`config.mk`:
```
export PLATFORM = sky130hd
export DESIGN_NAME = hazard_ctrl
export DESIGN_NICKNAME = d
export VERILOG_FILES = /design/src/rtl/hazard_ctrl.sv
export SDC_FILE = /design/constraint.sdc
export NUM_CORES = 1
export LEC_CHECK = 0
export CAP_MARGIN = 5
export CORE_UTILIZATION = 36
export CTS_CLUSTER_SIZE = 28
export DETAILED_ROUTE_END_ITERATION = 8
export GPL_TIMING_DRIVEN = 0
export PLACE_DENSITY = 0.84
export SLEW_MARGIN = 20
export SYNTH_ARGS = -nofsm -noshare
export SYNTH_HDL_FRONTEND = slang
export SYNTH_SLANG_ARGS = --single-unit
export TNS_END_PERCENT = 5
```
`constraint.sdc`:
```
create_clock -name clk -period 2.2 [get_ports clk]
set_clock_uncertainty 0.2 [all_clocks]
set_input_delay 0.33 -clock clk [delete_from_list [all_inputs] [get_ports clk]]
set_output_delay 0.33 -clock clk [all_outputs]
set_load 0.005 [all_outputs]
```
`src/rtl/hazard_ctrl.sv`:
```
// Pipeline hazard controller: memory freeze, taken-branch flush, load-use stall, jump flush.
// Optional statistics counters are built only when HAZARD_STATS_EN is defined.
module hazard_ctrl (
    input  logic        clk,
    input  logic        rst_n,
    input  logic [4:0]  id_rs,
    input  logic [4:0]  id_rt,
    input  logic        id_use_rs,
    input  logic        id_use_rt,
    input  logic        ex_memread,
    input  logic [4:0]  ex_rt,
    input  logic        ex_br_taken,
    input  logic        id_jump,
    input  logic        mem_req,
    input  logic        mem_ready,
    output logic        pc_we,
    output logic        ifid_we,
    output logic        idex_we,
    output logic        exmem_we,
    output logic        ifid_flush,
    output logic        idex_bubble,
    output logic        stall,
    output logic        mem_timeout,
    output logic [15:0] stall_cnt,
    output logic [15:0] flush_cnt
);

    typedef enum logic {RUN, MEMWAIT} state_e;

    typedef enum logic [2:0] {
        ACT_NORMAL,
        ACT_FREEZE,
        ACT_BRANCH,
        ACT_LOADUSE,
        ACT_JUMP
    } act_e;

    state_e      state_q, state_d;
    logic [7:0]  wait_cnt_q, wait_cnt_d;
    logic        mem_timeout_q, mem_timeout_d;
    logic        lu_hold_q, lu_hold_d;

    logic        freeze;
    logic        load_use;
    act_e        act;

    // Once a load-use bubble is issued the consumer stays in ID for one more
    // cycle; lu_hold_q keeps that cycle from being counted as a second hazard.
    always_comb begin
        freeze   = mem_req && !mem_ready;
        load_use = ex_memread && (ex_rt != 5'd0) && !lu_hold_q &&
                   ((id_use_rs && (id_rs == ex_rt)) ||
                    (id_use_rt && (id_rt == ex_rt)));

        if (freeze)
            act = ACT_FREEZE;
        else if (ex_br_taken)
            act = ACT_BRANCH;
        else if (load_use)
            act = ACT_LOADUSE;
        else if (id_jump)
            act = ACT_JUMP;
        else
            act = ACT_NORMAL;
    end

    always_comb begin
        pc_we       = 1'b1;
        ifid_we     = 1'b1;
        idex_we     = 1'b1;
        exmem_we    = 1'b1;
        ifid_flush  = 1'b0;
        idex_bubble = 1'b0;
        stall       = 1'b0;
        unique case (act)
            ACT_FREEZE: begin
                pc_we    = 1'b0;
                ifid_we  = 1'b0;
                idex_we  = 1'b0;
                exmem_we = 1'b0;
                stall    = 1'b1;
            end
            ACT_BRANCH: begin
                ifid_flush  = 1'b1;
                idex_bubble = 1'b1;
            end
            ACT_LOADUSE: begin
                pc_we       = 1'b0;
                ifid_we     = 1'b0;
                idex_bubble = 1'b1;
                stall       = 1'b1;
            end
            ACT_JUMP: begin
                ifid_flush = 1'b1;
            end
            default: ;
        endcase
    end

    always_comb begin
        state_d    = state_q;
        wait_cnt_d = wait_cnt_q;
        unique case (state_q)
            RUN: begin
                if (freeze) begin
                    state_d    = MEMWAIT;
                    wait_cnt_d = '0;
                end
            end
            MEMWAIT: begin
                if (wait_cnt_q != 8'hFF)
                    wait_cnt_d = wait_cnt_q + 8'd1;
                if (mem_ready)
                    state_d = RUN;
            end
            default: state_d = RUN;
        endcase
        mem_timeout_d = mem_timeout_q || (wait_cnt_d == 8'hFF);
        lu_hold_d     = freeze ? lu_hold_q : (act == ACT_LOADUSE);
    end

    always_ff @(posedge clk or negedge rst_n) begin
        if (!rst_n) begin
            state_q       <= RUN;
            wait_cnt_q    <= '0;
            mem_timeout_q <= 1'b0;
            lu_hold_q     <= 1'b0;
        end else begin
            state_q       <= state_d;
            wait_cnt_q    <= wait_cnt_d;
            mem_timeout_q <= mem_timeout_d;
            lu_hold_q     <= lu_hold_d;
        end
    end

    assign mem_timeout = mem_timeout_q;

`ifdef HAZARD_STATS_EN
    logic [15:0] stall_cnt_q, stall_cnt_d;
    logic [15:0] flush_cnt_q, flush_cnt_d;

    always_comb begin
        stall_cnt_d = stall_cnt_q;
        flush_cnt_d = flush_cnt_q;
        if (stall && (stall_cnt_q != 16'hFFFF))
            stall_cnt_d = stall_cnt_q + 16'd1;
        if (ifid_flush && (flush_cnt_q != 16'hFFFF))
            flush_cnt_d = flush_cnt_q + 16'd1;
    end

    always_ff @(posedge clk or negedge rst_n) begin
        if (!rst_n) begin
            stall_cnt_q <= '0;
            flush_cnt_q <= '0;
        end else begin
            stall_cnt_q <= stall_cnt_d;
            flush_cnt_q <= flush_cnt_d;
        end
    end

    assign stall_cnt = stall_cnt_q;
    assign flush_cnt = flush_cnt_q;
`else
    assign stall_cnt = '0;
    assign flush_cnt = '0;
`endif

endmodule

```
==> summary.txt <==
Status
  – Run status: finished with violations
  – Violated checks: negative setup slack

Logic synthesis
  – Number of synthesized flops with an enable pin: 0
  – Register area share after synthesis: 0.271
  – Ys Warns: 0
  – Post-Syn Area per Cell: 8.39 um2
  – Mapped Cells: 121
  – Main flop type after synthesis: dfrtp_1
  – Async SR Flop Fraction: 1.00
  – Number of distinct library cell variants in the gate-level netlist after synthesis: 34
  – #FFs+latches synth: 11
  – Syn Std Cell Area: 1010 um2

Detailed routing
  – Number of iterations in the first detailed-routing pass: 4
  – DRC marker count from the first detailed-route iteration: 16
  – Vias/cell: 4.35
  – Number of design rule violations left after detail routing: 0
  – Antenna Violating Nets Remaining: 0
  – Total wire length: 2.40 mm
  – Vias after detailed routing: 969
  – Post-detailed-route wirelength per cell: 10.8 um

Pwr
  – Overall power: 0.607 mW
  – Leak pwr: 0.819 nW
  – Part of the power in the clock network: 0.228
  – Part of the total power dissipated in combinational logic: 0.373
  – Pwr Density: 389 nW/um2
  – Internal power summed over all cells: 0.417 mW
  – Peak supply drop: 0.394 mV
  – Net switching power of the design: 0.190 mW
  – Share of power burned in registers: 0.399
  – Share of total power consumed by net switching: 0.314

Hold path
  – Type of the tightest min-delay check: in2async

Floorplan
  – Vertical extent of the die: 55.1 um
  – Row Count: 18
  – Die Outline Area: 3030 um2
  – Starting density of the core: 0.395
  – Placeable core region: 2570 um2
  – # IOs: 64
  – Die X: 55.1 um

Layout
  – Post-route cell area: 1560 um2
  – Number of antenna diodes: 0
  – Share of layout cells above drive strength 1: 0.337
  – NumNets Final: 219
  – Area Overhead vs Synth: 54.0%
  – Most frequent cells in the layout: buf_4 (39), conb_1 (32), clkdlybuf4s50_1 (11), dfrtp_1 (11)
  – Most common cell after layout, fill and taps aside: buf_4
  – Fillers: 237

Clocking
  – CTS Buf Count: 3
  – Number of sinks driven by the clock tree: 11
  – Library cell used as clock root buffer: clkbuf_4
  – Clock latency at the later pin of the worst-skew pair: 0.28 ns
  – H-Tree Level Count: 1
  – TritonCTS clock tree: built
  – Clock transition at path regs: 0.07 ns
  – Buffer depth of the longest clock path: 2

Timing
  – Part of the cycle the worst path needs: 1.01
  – Unrepaired setup endpoints after global routing: true
  – Number of pins with negative max-slew slack in the final report: 0
  – Shortest clock period the worst path allows after layout: 2.23 ns
  – Fin worst setup slack: -0.0293 ns
  – Highest clock frequency the design can meet: 449 MHz
  – Final setup violation count: 2
  – Fin. Hold Viols: 0

Global routing
  – First-pass GRT wire length: 3.64 mm
  – Gr usage total: 0.167
  – Overflow left after global routing: 0
  – Number of global-route vias before repair: 878
  – Number of antenna violations at the first check in global routing: 0
  – Pin count of the biggest net entering global routing: 12

Placement
  – Final weighted congestion of routability-driven global placement: 0.817
  – Placement-stage cell area: 1480 um2
  – Port bufs: 31
  – HPWL after detailed placement: 1.87 mm

Worst setup path
  – Worst Setup Path Type: in2out
  – CP required: 1.67 ns
  – Endpoint kind of the worst setup timing path: output pin
  – Biggest fanout along the worst timing path: 2
  – Arrival time reported for the critical path endpoint: 1.70 ns
  – CP Launch Type: primary input

Flow run
  – Max-cap violations: 0
==> area by class of cell <==
cell class,count,area (um2),share of cell area
clock buffers,3,22.5,0.0144
well taps,30,37.5,0.0240
repair buffers,37,322,0.206
plain buffers,35,259,0.166
flip-flops and latches,11,275,0.176
inverters,5,21.3,0.0136
multi-input cells,101,621,0.397
clock inverters,1,5.00,0.00320
==> metal layers <==
layer  track usage  vias to the layer above  share of wire  wire (um)
li1              -                      500              -          -
met1         0.171                      432           0.35        841
met2         0.335                       35           0.58       1390
met3        0.0437                        2          0.064        153
met4        0.0292                        0         0.0033          8
met5             0                        -              0          0
==> state kept, by name, indices dropped and copies added (netlist names) <==
| register | flops |
|---|---|
| state_q | 1 |
| lu_hold_q | 1 |
| wait_cnt_q | 8 |
| mem_timeout | 1 |
==> power by group through the flow <==
stage	Sequential, mW	Clock (mW)	Combinational [mW]
2_1_floorplan	0.239	0	0.133
3_3_place_gp	0.243	0	0.207
3_5_place_dp	0.244	0	0.216
4_1_cts	0.241	0.142	0.219
5_1_grt	0.246	0.153	0.249
6_report	0.242	0.139	0.226
==> synthesized netlist by cell type (all sizes together), types with 2 or more instances <==
cell type	instances	area (um2)
and4	2	20.0
o22ai	2	12.5
xnor2	10	87.6
nand2	7	26.3
nand4	4	25.0
mux2i	2	20.0
a21oi	3	15.0
nor3b	2	15.0
dfrtp	11	275
inv	5	18.8
nor3	2	10.0
and3	2	12.5
a31oi	4	31.3
nor2b	2	15.0
nor2	11	41.3
buf	34	255
nand3	3	15.0
a211oi	3	27.5
==> final timing paths <==
check	to	cells after the start	slack [ns]	startpoint
setup / recovery	ifid_flush	8	-0.03	ex_rt[2]
hold / removal	wait_cnt_q[0]	1	0.17	rst_n
setup reg to reg	mem_timeout	6	0.15	wait_cnt_q[0]
hold reg to reg	mem_timeout	1	0.27	mem_timeout
max in group asynchronous	wait_cnt_q[4]	1	1.31	rst_n
min in group clk	mem_timeout	1	0.27	mem_timeout
==> stage by stage <==
| stage | setup WS, ns | hold slack (ns) | instances | utilization | setup TNS (ns) |
|---|---|---|---|---|---|
| after global placement | -0.788 | 0.265 | 213 | 0.576 | -3.54 |
| after floorplan | 0.237 | -0.166 | 152 | - | 0 |
| after CTS | -0.0791 | 0.187 | 222 | 0.606 | -0.232 |
| final | -0.0293 | 0.171 | 223 | 0.609 | -0.0503 |
| after global routing | -0.0695 | 0.213 | 223 | 0.609 | -0.118 |
| after detailed placement | -0.814 | 0.256 | 213 | 0.576 | -3.80 |
==> critical path: stages <==
cell,delay [ns]
buf_8,0.10
or4_4,0.55
nor2_4,0.12
nor3b_4,0.07
a31oi_4,0.21
buf_6,0.12
o21a_1,0.10
buf_2,0.10
==> repair_timing <==
action                                  CTS  global route
resized for setup                        49            16
endpoints found under the setup margin    7             5
hold buffers                              0             0
pin swaps                                14             6
setup buffers                             5             2
==> cell families (layout without fill, tap and decap cells) <==
logic type,count (synthesis),in the layout,synth area share
other,1,32,0.00370
AO/OA/AOI/OAI,16,16,0.117
XOR/XNOR,10,10,0.0863
adder cells (fa/ha/maj),1,1,0.0123
flip-flops,11,11,0.271
multiplexers,2,2,0.0197
buffers and inverters,40,81,0.274
AND/OR/NAND/NOR,40,40,0.216
No activity file was read; power rests on OpenSTA's default activity.
